### src/rtl/spram_ctrl_pkg.sv
// Shared types and helpers for the cascaded 32-bit SPRAM controller.
package spram_ctrl_pkg;

    // Power/availability state of the SPRAM pair.
    typedef enum logic [1:0] {
        ST_ACTIVE  = 2'd0,
        ST_STANDBY = 2'd1,
        ST_SLEEP   = 2'd2,
        ST_WAKE    = 2'd3
    } pwr_state_e;

    // Edges from request accept to the cycle in which rsp_valid is high.
    localparam int RSP_LATENCY = 2;

    // Byte enables to nibble write masks: {hi[3:0], lo[3:0]}.
    // Each byte enable drives the two nibble bits covering that byte.
    function automatic logic [7:0] be_to_nibble_mask(input logic [3:0] be);
        return {be[3], be[3], be[2], be[2], be[1], be[1], be[0], be[0]};
    endfunction

endpackage

### src/rtl/spram_power_seq.sv
// Idle/standby/wake sequencing for the SPRAM pair.
// Optional sleep support is compiled in with `define SPRAM_SLEEP_EN.
module spram_power_seq
    import spram_ctrl_pkg::*;
#(
    parameter int IDLE_CYCLES       = 16,
    parameter int WAKE_CYCLES       = 2,
    parameter int SLEEP_CYCLES      = 256,
    parameter int SLEEP_WAKE_CYCLES = 8
) (
    input  logic       clk_i,
    input  logic       reset_i,
    input  logic       req_valid_i,
    input  logic       accept_i,
    input  logic       rd_busy_i,
    output pwr_state_e state_o,
    output logic       mem_standby_o,
    output logic       mem_sleep_o
);

    // One counter width wide enough for every limit keeps the arithmetic uniform.
    localparam int MAX_A   = (IDLE_CYCLES > WAKE_CYCLES) ? IDLE_CYCLES : WAKE_CYCLES;
    localparam int MAX_B   = (SLEEP_CYCLES > SLEEP_WAKE_CYCLES) ? SLEEP_CYCLES : SLEEP_WAKE_CYCLES;
    localparam int MAX_CNT = (MAX_A > MAX_B) ? MAX_A : MAX_B;
    localparam int CNT_W   = (MAX_CNT < 1) ? 1 : $clog2(MAX_CNT + 1);

    localparam logic [CNT_W-1:0] IDLE_LIM   = CNT_W'(IDLE_CYCLES);
    localparam logic [CNT_W-1:0] WAKE_LIM   = CNT_W'(WAKE_CYCLES);
    localparam bit               STANDBY_EN = (IDLE_CYCLES != 0);
`ifdef SPRAM_SLEEP_EN
    localparam logic [CNT_W-1:0] SLEEP_LIM      = CNT_W'(SLEEP_CYCLES);
    localparam logic [CNT_W-1:0] SLEEP_WAKE_LIM = CNT_W'(SLEEP_WAKE_CYCLES);
`endif

    pwr_state_e       state_q, state_d;
    logic [CNT_W-1:0] idle_q, idle_d;
    logic [CNT_W-1:0] wake_q, wake_d;
    logic [CNT_W-1:0] wake_lim_q, wake_lim_d;
`ifdef SPRAM_SLEEP_EN
    logic [CNT_W-1:0] sleep_q, sleep_d;
`endif

    // State and counter registers.
    always_ff @(posedge clk_i) begin
        if (reset_i) begin
            state_q    <= ST_ACTIVE;
            idle_q     <= '0;
            wake_q     <= '0;
            wake_lim_q <= '0;
`ifdef SPRAM_SLEEP_EN
            sleep_q    <= '0;
`endif
        end else begin
            state_q    <= state_d;
            idle_q     <= idle_d;
            wake_q     <= wake_d;
            wake_lim_q <= wake_lim_d;
`ifdef SPRAM_SLEEP_EN
            sleep_q    <= sleep_d;
`endif
        end
    end

    // Next state; each counter only runs in the state that owns it.
    always_comb begin
        state_d    = state_q;
        idle_d     = '0;
        wake_d     = '0;
        wake_lim_d = wake_lim_q;
`ifdef SPRAM_SLEEP_EN
        sleep_d    = '0;
`endif
        case (state_q)
            ST_ACTIVE: begin
                if (accept_i || rd_busy_i) begin
                    idle_d = '0;
                end else if (idle_q == IDLE_LIM) begin
                    idle_d = idle_q;
                end else begin
                    idle_d = idle_q + 1'b1;
                end
                // Enter standby on the edge the idle count reaches its limit.
                if (STANDBY_EN && !req_valid_i && (idle_d == IDLE_LIM)) begin
                    state_d = ST_STANDBY;
                    idle_d  = '0;
                end
            end
            ST_STANDBY: begin
                if (req_valid_i) begin
                    state_d    = (WAKE_LIM == '0) ? ST_ACTIVE : ST_WAKE;
                    wake_lim_d = WAKE_LIM;
                end
`ifdef SPRAM_SLEEP_EN
                else if ((sleep_q + 1'b1) == SLEEP_LIM) begin
                    state_d = ST_SLEEP;
                end else begin
                    sleep_d = sleep_q + 1'b1;
                end
`endif
            end
`ifdef SPRAM_SLEEP_EN
            ST_SLEEP: begin
                if (req_valid_i) begin
                    state_d    = (SLEEP_WAKE_LIM == '0) ? ST_ACTIVE : ST_WAKE;
                    wake_lim_d = SLEEP_WAKE_LIM;
                end
            end
`endif
            ST_WAKE: begin
                if ((wake_q + 1'b1) == wake_lim_q) begin
                    state_d = ST_ACTIVE;
                end else begin
                    wake_d = wake_q + 1'b1;
                end
            end
            default: begin
                state_d = ST_ACTIVE;
            end
        endcase
    end

    // Power pins follow the registered state directly.
    always_comb begin
        state_o       = state_q;
        mem_standby_o = (state_q == ST_STANDBY);
`ifdef SPRAM_SLEEP_EN
        mem_sleep_o   = (state_q == ST_SLEEP);
`else
        mem_sleep_o   = 1'b0;
`endif
    end

endmodule

### src/rtl/spram_ctrl.sv
// Controller for a 32-bit data memory built from two 16-bit SPRAM macros.
// Handshake: a request transfers on a rising edge where req_valid && req_ready;
// req_ready never depends on req_valid, and the initiator holds req_* stable
// while req_valid=1 and req_ready=0. Reads return rsp_valid for one cycle,
// in order, RSP_LATENCY edges after the accept; writes return nothing.
// Optional sleep support is compiled in with `define SPRAM_SLEEP_EN.
module spram_ctrl
    import spram_ctrl_pkg::*;
#(
    parameter int IDLE_CYCLES       = 16,
    parameter int WAKE_CYCLES       = 2,
    parameter int SLEEP_CYCLES      = 256,
    parameter int SLEEP_WAKE_CYCLES = 8
) (
    input  logic        clk,
    input  logic        reset,
    input  logic        req_valid,
    output logic        req_ready,
    input  logic        req_we,
    input  logic [13:0] req_addr,
    input  logic [31:0] req_wdata,
    input  logic [3:0]  req_be,
    output logic        rsp_valid,
    output logic [31:0] rsp_rdata,
    output logic [13:0] mem_addr,
    output logic [31:0] mem_wdata,
    output logic [3:0]  mem_maskwren_hi,
    output logic [3:0]  mem_maskwren_lo,
    output logic        mem_wren,
    output logic        mem_chipsel,
    output logic        mem_standby,
    output logic        mem_sleep,
    output logic        mem_poweroff,
    input  logic [31:0] mem_rdata
);

    pwr_state_e pwr_state;
    logic       accept;

    logic [13:0]            addr_q, addr_d;
    logic [31:0]            wdata_q, wdata_d;
    logic [7:0]             mask_q, mask_d;
    logic                   wren_q, wren_d;
    logic                   chipsel_q, chipsel_d;
    logic [RSP_LATENCY-1:0] rd_pipe_q, rd_pipe_d;

    spram_power_seq #(
        .IDLE_CYCLES       (IDLE_CYCLES),
        .WAKE_CYCLES       (WAKE_CYCLES),
        .SLEEP_CYCLES      (SLEEP_CYCLES),
        .SLEEP_WAKE_CYCLES (SLEEP_WAKE_CYCLES)
    ) u_power_seq (
        .clk_i         (clk),
        .reset_i       (reset),
        .req_valid_i   (req_valid),
        .accept_i      (accept),
        .rd_busy_i     (|rd_pipe_q),
        .state_o       (pwr_state),
        .mem_standby_o (mem_standby),
        .mem_sleep_o   (mem_sleep)
    );

    // Handshake: ready only while the macros are awake and out of reset.
    always_comb begin
        req_ready = (pwr_state == ST_ACTIVE) && !reset;
        accept    = req_valid && req_ready;
    end

    // Next macro-pin values; address and data hold when nothing is accepted.
    always_comb begin
        addr_d    = addr_q;
        wdata_d   = wdata_q;
        mask_d    = 8'h00;
        wren_d    = 1'b0;
        chipsel_d = 1'b0;
        if (accept) begin
            addr_d    = req_addr;
            wdata_d   = req_wdata;
            chipsel_d = 1'b1;
            // A write with no byte enabled is a select-only no-op.
            wren_d    = req_we && (req_be != 4'h0);
            mask_d    = req_we ? be_to_nibble_mask(req_be) : 8'h00;
        end
        rd_pipe_d = {rd_pipe_q[RSP_LATENCY-2:0], accept && !req_we};
    end

    // Datapath and read-tracking registers; reset cancels in-flight reads.
    always_ff @(posedge clk) begin
        if (reset) begin
            addr_q    <= '0;
            wdata_q   <= '0;
            mask_q    <= '0;
            wren_q    <= 1'b0;
            chipsel_q <= 1'b0;
            rd_pipe_q <= '0;
        end else begin
            addr_q    <= addr_d;
            wdata_q   <= wdata_d;
            mask_q    <= mask_d;
            wren_q    <= wren_d;
            chipsel_q <= chipsel_d;
            rd_pipe_q <= rd_pipe_d;
        end
    end

    // Pin mapping and read-data pass-through (zero outside a response).
    always_comb begin
        mem_addr        = addr_q;
        mem_wdata       = wdata_q;
        mem_maskwren_hi = mask_q[7:4];
        mem_maskwren_lo = mask_q[3:0];
        mem_wren        = wren_q;
        mem_chipsel     = chipsel_q;
        mem_poweroff    = 1'b1;
        rsp_valid       = rd_pipe_q[RSP_LATENCY-1];
        rsp_rdata       = rsp_valid ? mem_rdata : 32'h0;
    end

endmodule
### config.mk
export PLATFORM = sky130hd
export DESIGN_NAME = spram_ctrl
export DESIGN_NICKNAME = d
export VERILOG_FILES = /design/src/rtl/spram_ctrl_pkg.sv /design/src/rtl/spram_power_seq.sv /design/src/rtl/spram_ctrl.sv
export SDC_FILE = /design/constraint.sdc
export NUM_CORES = 1
export LEC_CHECK = 0
export CAP_MARGIN = 20
export CORE_MARGIN = 2
export CORE_UTILIZATION = 39
export CTS_CLUSTER_SIZE = 25
export DETAILED_ROUTE_END_ITERATION = 7
export HOLD_SLACK_MARGIN = 0.08
export PLACE_DENSITY_LB_ADDON = 0.05
export SLEW_MARGIN = 20
export SYNTH_ARGS = -nofsm -noshare
export SYNTH_HDL_FRONTEND = slang
export SYNTH_SLANG_ARGS = --single-unit
export TNS_END_PERCENT = 10
### constraint.sdc
create_clock -name clk -period 2.9 [get_ports clk]
set_clock_uncertainty 0.2 [all_clocks]
set_input_delay 0.435 -clock clk [delete_from_list [all_inputs] [get_ports clk]]
set_output_delay 0.435 -clock clk [all_outputs]
set_load 0.02 [all_outputs]
# Word level (Yosys, flattened, before mapping)
# Cells that the tools add are included.
[classes]
muxes = 9
reduce_logical = 18
n_eq_ne = 8
n_bitwise = 4
add_sub_neg = 2
[ops]
columns = ["operator", "count"]
rows = [
  ["32-bit 2-to-1 mux", 1],
  ["9-bit 2-to-1 mux", 3],
  ["9-bit by 1-bit adder with 9-bit output (second input constant)", 2],
  ["9-bit by 5-bit == test with 1-bit output (second input constant)", 2],
  ["9-bit by 2-bit == test with 1-bit output", 1],
  ["3-bit OR reduction", 3],
  ["2-bit 2-to-1 mux", 3],
  ["2-bit one-hot mux with 3 select lines", 1],
  ["1-bit logical AND", 5],
  ["2-bit by 1-bit != test with 1-bit output (second input constant)", 2],
  ["1-bit inverter", 4],
  ["4-bit nonzero test", 1],
  ["2-bit OR reduction", 2],
  ["1-bit zero test", 3],
  ["3-bit AND reduction", 1],
  ["2-bit by 1-bit == test with 1-bit output (second input constant)", 1],
  ["2-bit == test (second input constant)", 1],
  ["2-bit zero test", 1],
  ["2-bit != test (second input constant)", 1],
  ["2-bit AND reduction", 1],
  ["1-bit logical OR", 1],
  ["1-bit 2-to-1 mux", 1],
]
[totals]
regBits = 78
out_inout_bits = 93
wordCells = 51
inputBits = 86

# Logic depth before layout (Yosys ltp)
[depth]
depth_word = 10
mapped_depth = 8
ltp_nobuf = 7

# Hierarchy
# From an unflattened synthesis, not the netlist that was laid out.
[hier_totals]
hier_cells = 337
hier_area_um2 = 3482.1
[by_module_without_submodules]
columns = ["module", "area_per_inst_um2", "cells_per_inst", "seq_area_each_um2", "n_inst"]
rows = [
  ["spram_ctrl", 2307.2, 211, 1081.0, 1],
  ["spram_power_seq", 1174.9, 126, 420.4, 1],
]

# Least setup slack after synthesis
# OpenSTA, ideal clock, no wires.
[synth_path]
path_type = "register -> register"
from = "register u_power_seq.idle_q[0]"
to = "register u_power_seq.idle_q[0]"
period_less_slack_ns = 2.052
path_buffers = 1
path_stages_with_launch = 9
required_time_ns = 2.575
arrival_ns = 1.727
slack_ns = 0.848
cell_sequence = "dfxtp_1 -> inv_1 -> ha_1 -> nor4b_2 -> a211o_1 -> a211oi_1 -> and4_1 -> buf_4 -> nor3_1"
[synth_via]
elab_chain_len = 7
elab_cells_between_ends = 8
cone_classes = "add/sub: 1; eq/ne: 2; mux: 3; reduce/logical: 2"
[synth_rtl]
columns = ["element", "line", "text"]
rows = [
  ["start, declared", "spram_power_seq.sv:36", "logic [CNT_W-1:0] idle_q, idle_d;"],
  ["start signal, assigned", "spram_power_seq.sv:55", "idle_q <= idle_d;"],
  ["9-bit by 1-bit adder with 9-bit output or 9-bit by 5-bit == test with 1-bit output (tied branches)", "spram_power_seq.sv:80, spram_power_seq.sv:77", ""],
  ["9-bit 2-to-1 mux *", "spram_power_seq.sv:77", "end else if (idle_q == IDLE_LIM) begin"],
  ["9-bit 2-to-1 mux *", "spram_power_seq.sv:75", "if (accept_i || rd_busy_i) begin"],
  ["9-bit 2-to-1 mux *", "spram_power_seq.sv:73", "case (state_q)"],
  ["9-bit by 5-bit == test with 1-bit output", "spram_power_seq.sv:83", "if (STANDBY_EN && !req_valid_i && (idle_d == IDLE_LIM)) begin"],
  ["1-bit logical AND", "spram_power_seq.sv:83", ""],
  ["3-bit OR reduction (no line)", "--", ""],
]
# Every way passes the cells marked *; elsewhere a longest branch is shown, timed or not. The select of a mux whose other input is x is not followed.
# A chain may end at the register's enable or synchronous reset.

# Worst setup path after layout
[layout_path]
from = "register rd_pipe_q[1]"
to = "output rsp_rdata[0]"
[layout_via]
elab_chain_len = 1
[layout_rtl]
columns = ["element", "line", "text"]
rows = [
  ["start, declared", "spram_ctrl.sv:45", "logic [RSP_LATENCY-1:0] rd_pipe_q, rd_pipe_d;"],
  ["start signal, assigned", "spram_ctrl.sv:102", "rd_pipe_q <= rd_pipe_d;"],
  ["32-bit 2-to-1 mux", "spram_ctrl.sv:116", "rsp_rdata = rsp_valid ? mem_rdata : 32'h0;"],
  ["end, declared", "spram_ctrl.sv:24", "output logic [31:0] rsp_rdata,"],
]
# Every way passes these cells.

==> reports/results.tsv <==
metric	value	unit
status	finished clean	
cts_buffers	9	
p_leak	0.001954	uW
fin_cells	655	
hold_path_startpoint	mem_wdata[24]$_SDFFE_PP0N_	
grt_pass1_vias	2929	
top_level_ports	179	
arrival	2.07	ns
die_height	95.63	um
drive_gt1_share	4.364	%
antennaDiodeCount	0	
gp_congestion	0.8219	
die_w	95.63	um
grt-ovfl-total	0	
power.total	2601	uW
hold_viol_final	0	
cts_resized	0	
grt_max_degree	100	
cp-end-kind	output pin	
wl	9.414	mm
drv_cap	0	
cp_max_fo	35	
avgRoutedWirePerCell	14.37	um
synth_nets	473	
ant_nets	0	
grt_usage	21.04	%
p_per_area	488.8	nW/um^2
syn_area	3274	um^2
antenna_found_initial	0	
synth_warnings	0	
dieArea	9145	um^2
firstDrtPassIters	6	
cp.required	2.27	ns
synth_ff_type	dfxtp_1	
start_util	40.05	%
startpoint	rd_pipe_q[1]$_SDFF_PP0_	
grt_pass1_wl	14.63	mm
yosysTopAreaCellShare	45.85	%
holdPathStages	2	
tightest_slew	0.8273	ns
cpPeakStageDelay	0.86	ns
fin_crit	2.706	ns
ys_seq_area_share	45.85	%
vias	3104	
tritoncts	done	
drv_slew	0	
synth_area_per_cell	8.527	um^2
max_slew_margin	44.77	%
post-dp-hpwl	7.070	mm
synth_edf_count	0	
r2r_end	u_power_seq.idle_q[1]$_SDFF_PP0_	
path_class	flip-flop to output pin	
htreeDepth	3	
drtIter0Drc	108	
hp-class	flip-flop to flip-flop	
start_kind	flip-flop	
r2r_cells	7	
whs_endpoint	mem_wdata[24]$_SDFFE_PP0N_	
timing.final.crit_share	93.30	%
clock-sinks	75	
ir_drop	0.2951	mV
synth.area.top_cells	dfxtp_1 46%, nand2b_1 8.8%, o21ai_0 7.0%	
finalSetupViolCount	0	
areaGrowthSynthToFinish	62.55	%
synth_top_area_cell	dfxtp_1	
synth_cell_type_count	41	
row_count	33	
cp_cell_sequence	and2_1 > clkdlybuf4s50_1	
critPathSlowestCell	dfxtp_1	
fmax	369.6	MHz
cts_post_setup_buffers_inserted	0	
cts_buffer_depth	2	
layout.nets	634	
root_buffer	clkbuf_8	
postCtsHoldBufs	0	
r2r_slack	0.56	ns
ys_ff_latch	75	
r2r_start	u_power_seq.idle_q[0]$_SDFF_PP0_	
clk_pin_slew	0.08	ns
port_buffers	176	
drc	0	
dp.cells	639	
fin_ws	0.1942	ns
timing.setup.tns	0	ns
core_area	8175	um^2
async_flop_share	0	%
synthCells	384	
insertion_delay	0.34	ns
vias_per_cell	4.739	
dp_worst_setup_slack	0.2922	ns
rsz0062_at_grt	false	
-- through the flow --
step	hold WS (ns)	utilization (%)	cell area, um^2
6_report	0.2727	65.11	5323
5_1_grt	0.2986	65.11	5323
4_1_cts	0.2755	65.11	5323
3_5_place_dp	0.2613	61.88	5059
3_3_place_gp	0.2538	61.88	5059
2_1_floorplan	0.2574	-	3274
-- registers in the layout, summed over array words and instances, names as in the netlist --
name and cells:
rd_pipe_q 2, mem_wdata 32, u_power_seq.state_o 2, mem_addr 14, mem_chipsel 1, u_power_seq.wake_q 9, mem_wren 1, u_power_seq.idle_q 9
mask_q 4, u_power_seq.wake_lim_q 1
-- cell families after synthesis --
logic type               synth area share (%)
multiplexers                           0.3057
flip-flops                              45.85
XOR/XNOR                                4.280
AO/OA/AOI/OAI                           11.27
adder cells (fa/ha/maj)                 1.146
buffers and inverters                   4.394
AND/OR/NAND/NOR                         32.52
other                                  0.2294
-- layout by cell type (no fill, tap or decap), types with 2 or more instances in the layout --
cell type / n
a21boi_0: 2
a21oi_1: 7
and2_1: 33
and3_1: 8
and4_1: 2
bufinv_16: 4
clkbuf_8: 9
clkdlybuf4s50_1: 176
conb_1: 2
dfxtp_1: 75
ha_1: 3
inv_1: 2
nand2_1: 52
nand2b_1: 46
nand3_1: 9
nand4_1: 5
nor2_1: 15
nor2b_1: 3
nor3_1: 8
nor3_2: 2
nor4b_4: 2
o211ai_1: 2
o21ai_0: 46
or2_2: 2
xnor2_1: 8
xor2_1: 8
-- layout make-up --
type                    instances  area [um^2]
inverters                       2        7.507
repair buffers                178         1789
multi-input cells             279         1629
fillers                       701         2853
clock inverters                 6        136.4
clock buffers                  10        127.6
flip-flops and latches         75         1501
well taps                     105        131.4
-- where the power goes --
group | switching, uW | internal, uW
combinational | 188 | 246
clock | 386 | 662
sequential | 34.7 | 1080
total | 609 | 1990
-- worst max-delay path by stage --
stage / to / slack [ns] / cells after the start
after floorplan: u_power_seq.idle_q[0]$_SDFF_PP0_ / 0.85 / 8
after global placement: req_ready / 0.29 / 4
after detailed placement: req_ready / 0.29 / 4
after CTS: rsp_rdata[3] / 0.16 / 2
after global routing: rsp_rdata[0] / 0.02 / 2
final: rsp_rdata[0] / 0.19 / 2
-- worst max-delay path, delay by kind of cell (launching register included) --
kind                   cells  cell delay [ns]
DFF                        1             0.86
and+or+nand+nor            1             0.26
buffers and inverters      1             0.61
-- per-layer routing --
metal | global-route usage (%) | part of all wire [%] | routed length (um) | vias up
met5 | 0 | 0 | 0 | -
met4 | 6.667 | 1.8 | 174 | 0
met3 | 10.51 | 8.2 | 770 | 12
met2 | 33.04 | 48 | 4532 | 82
met1 | 25.10 | 42 | 3936 | 1425
li1 | - | - | - | 1585
-- cell usage after synthesis (all sizes together) (2+ instances only) --
cell type  count
dfxtp         75
nor2b          3
xor2           8
and4           2
or2            2
nor4b          3
o211ai         2
buf            9
and3           8
nor2          15
nor3          10
xnor2          8
inv            2
clkbuf        19
a21oi          7
o21ai         47
nand2b        46
nand4          5
a21boi         2
ha             3
and2          33
conb           2
nand2         52
nand3          9
Power figures use the tool's default switching activity.
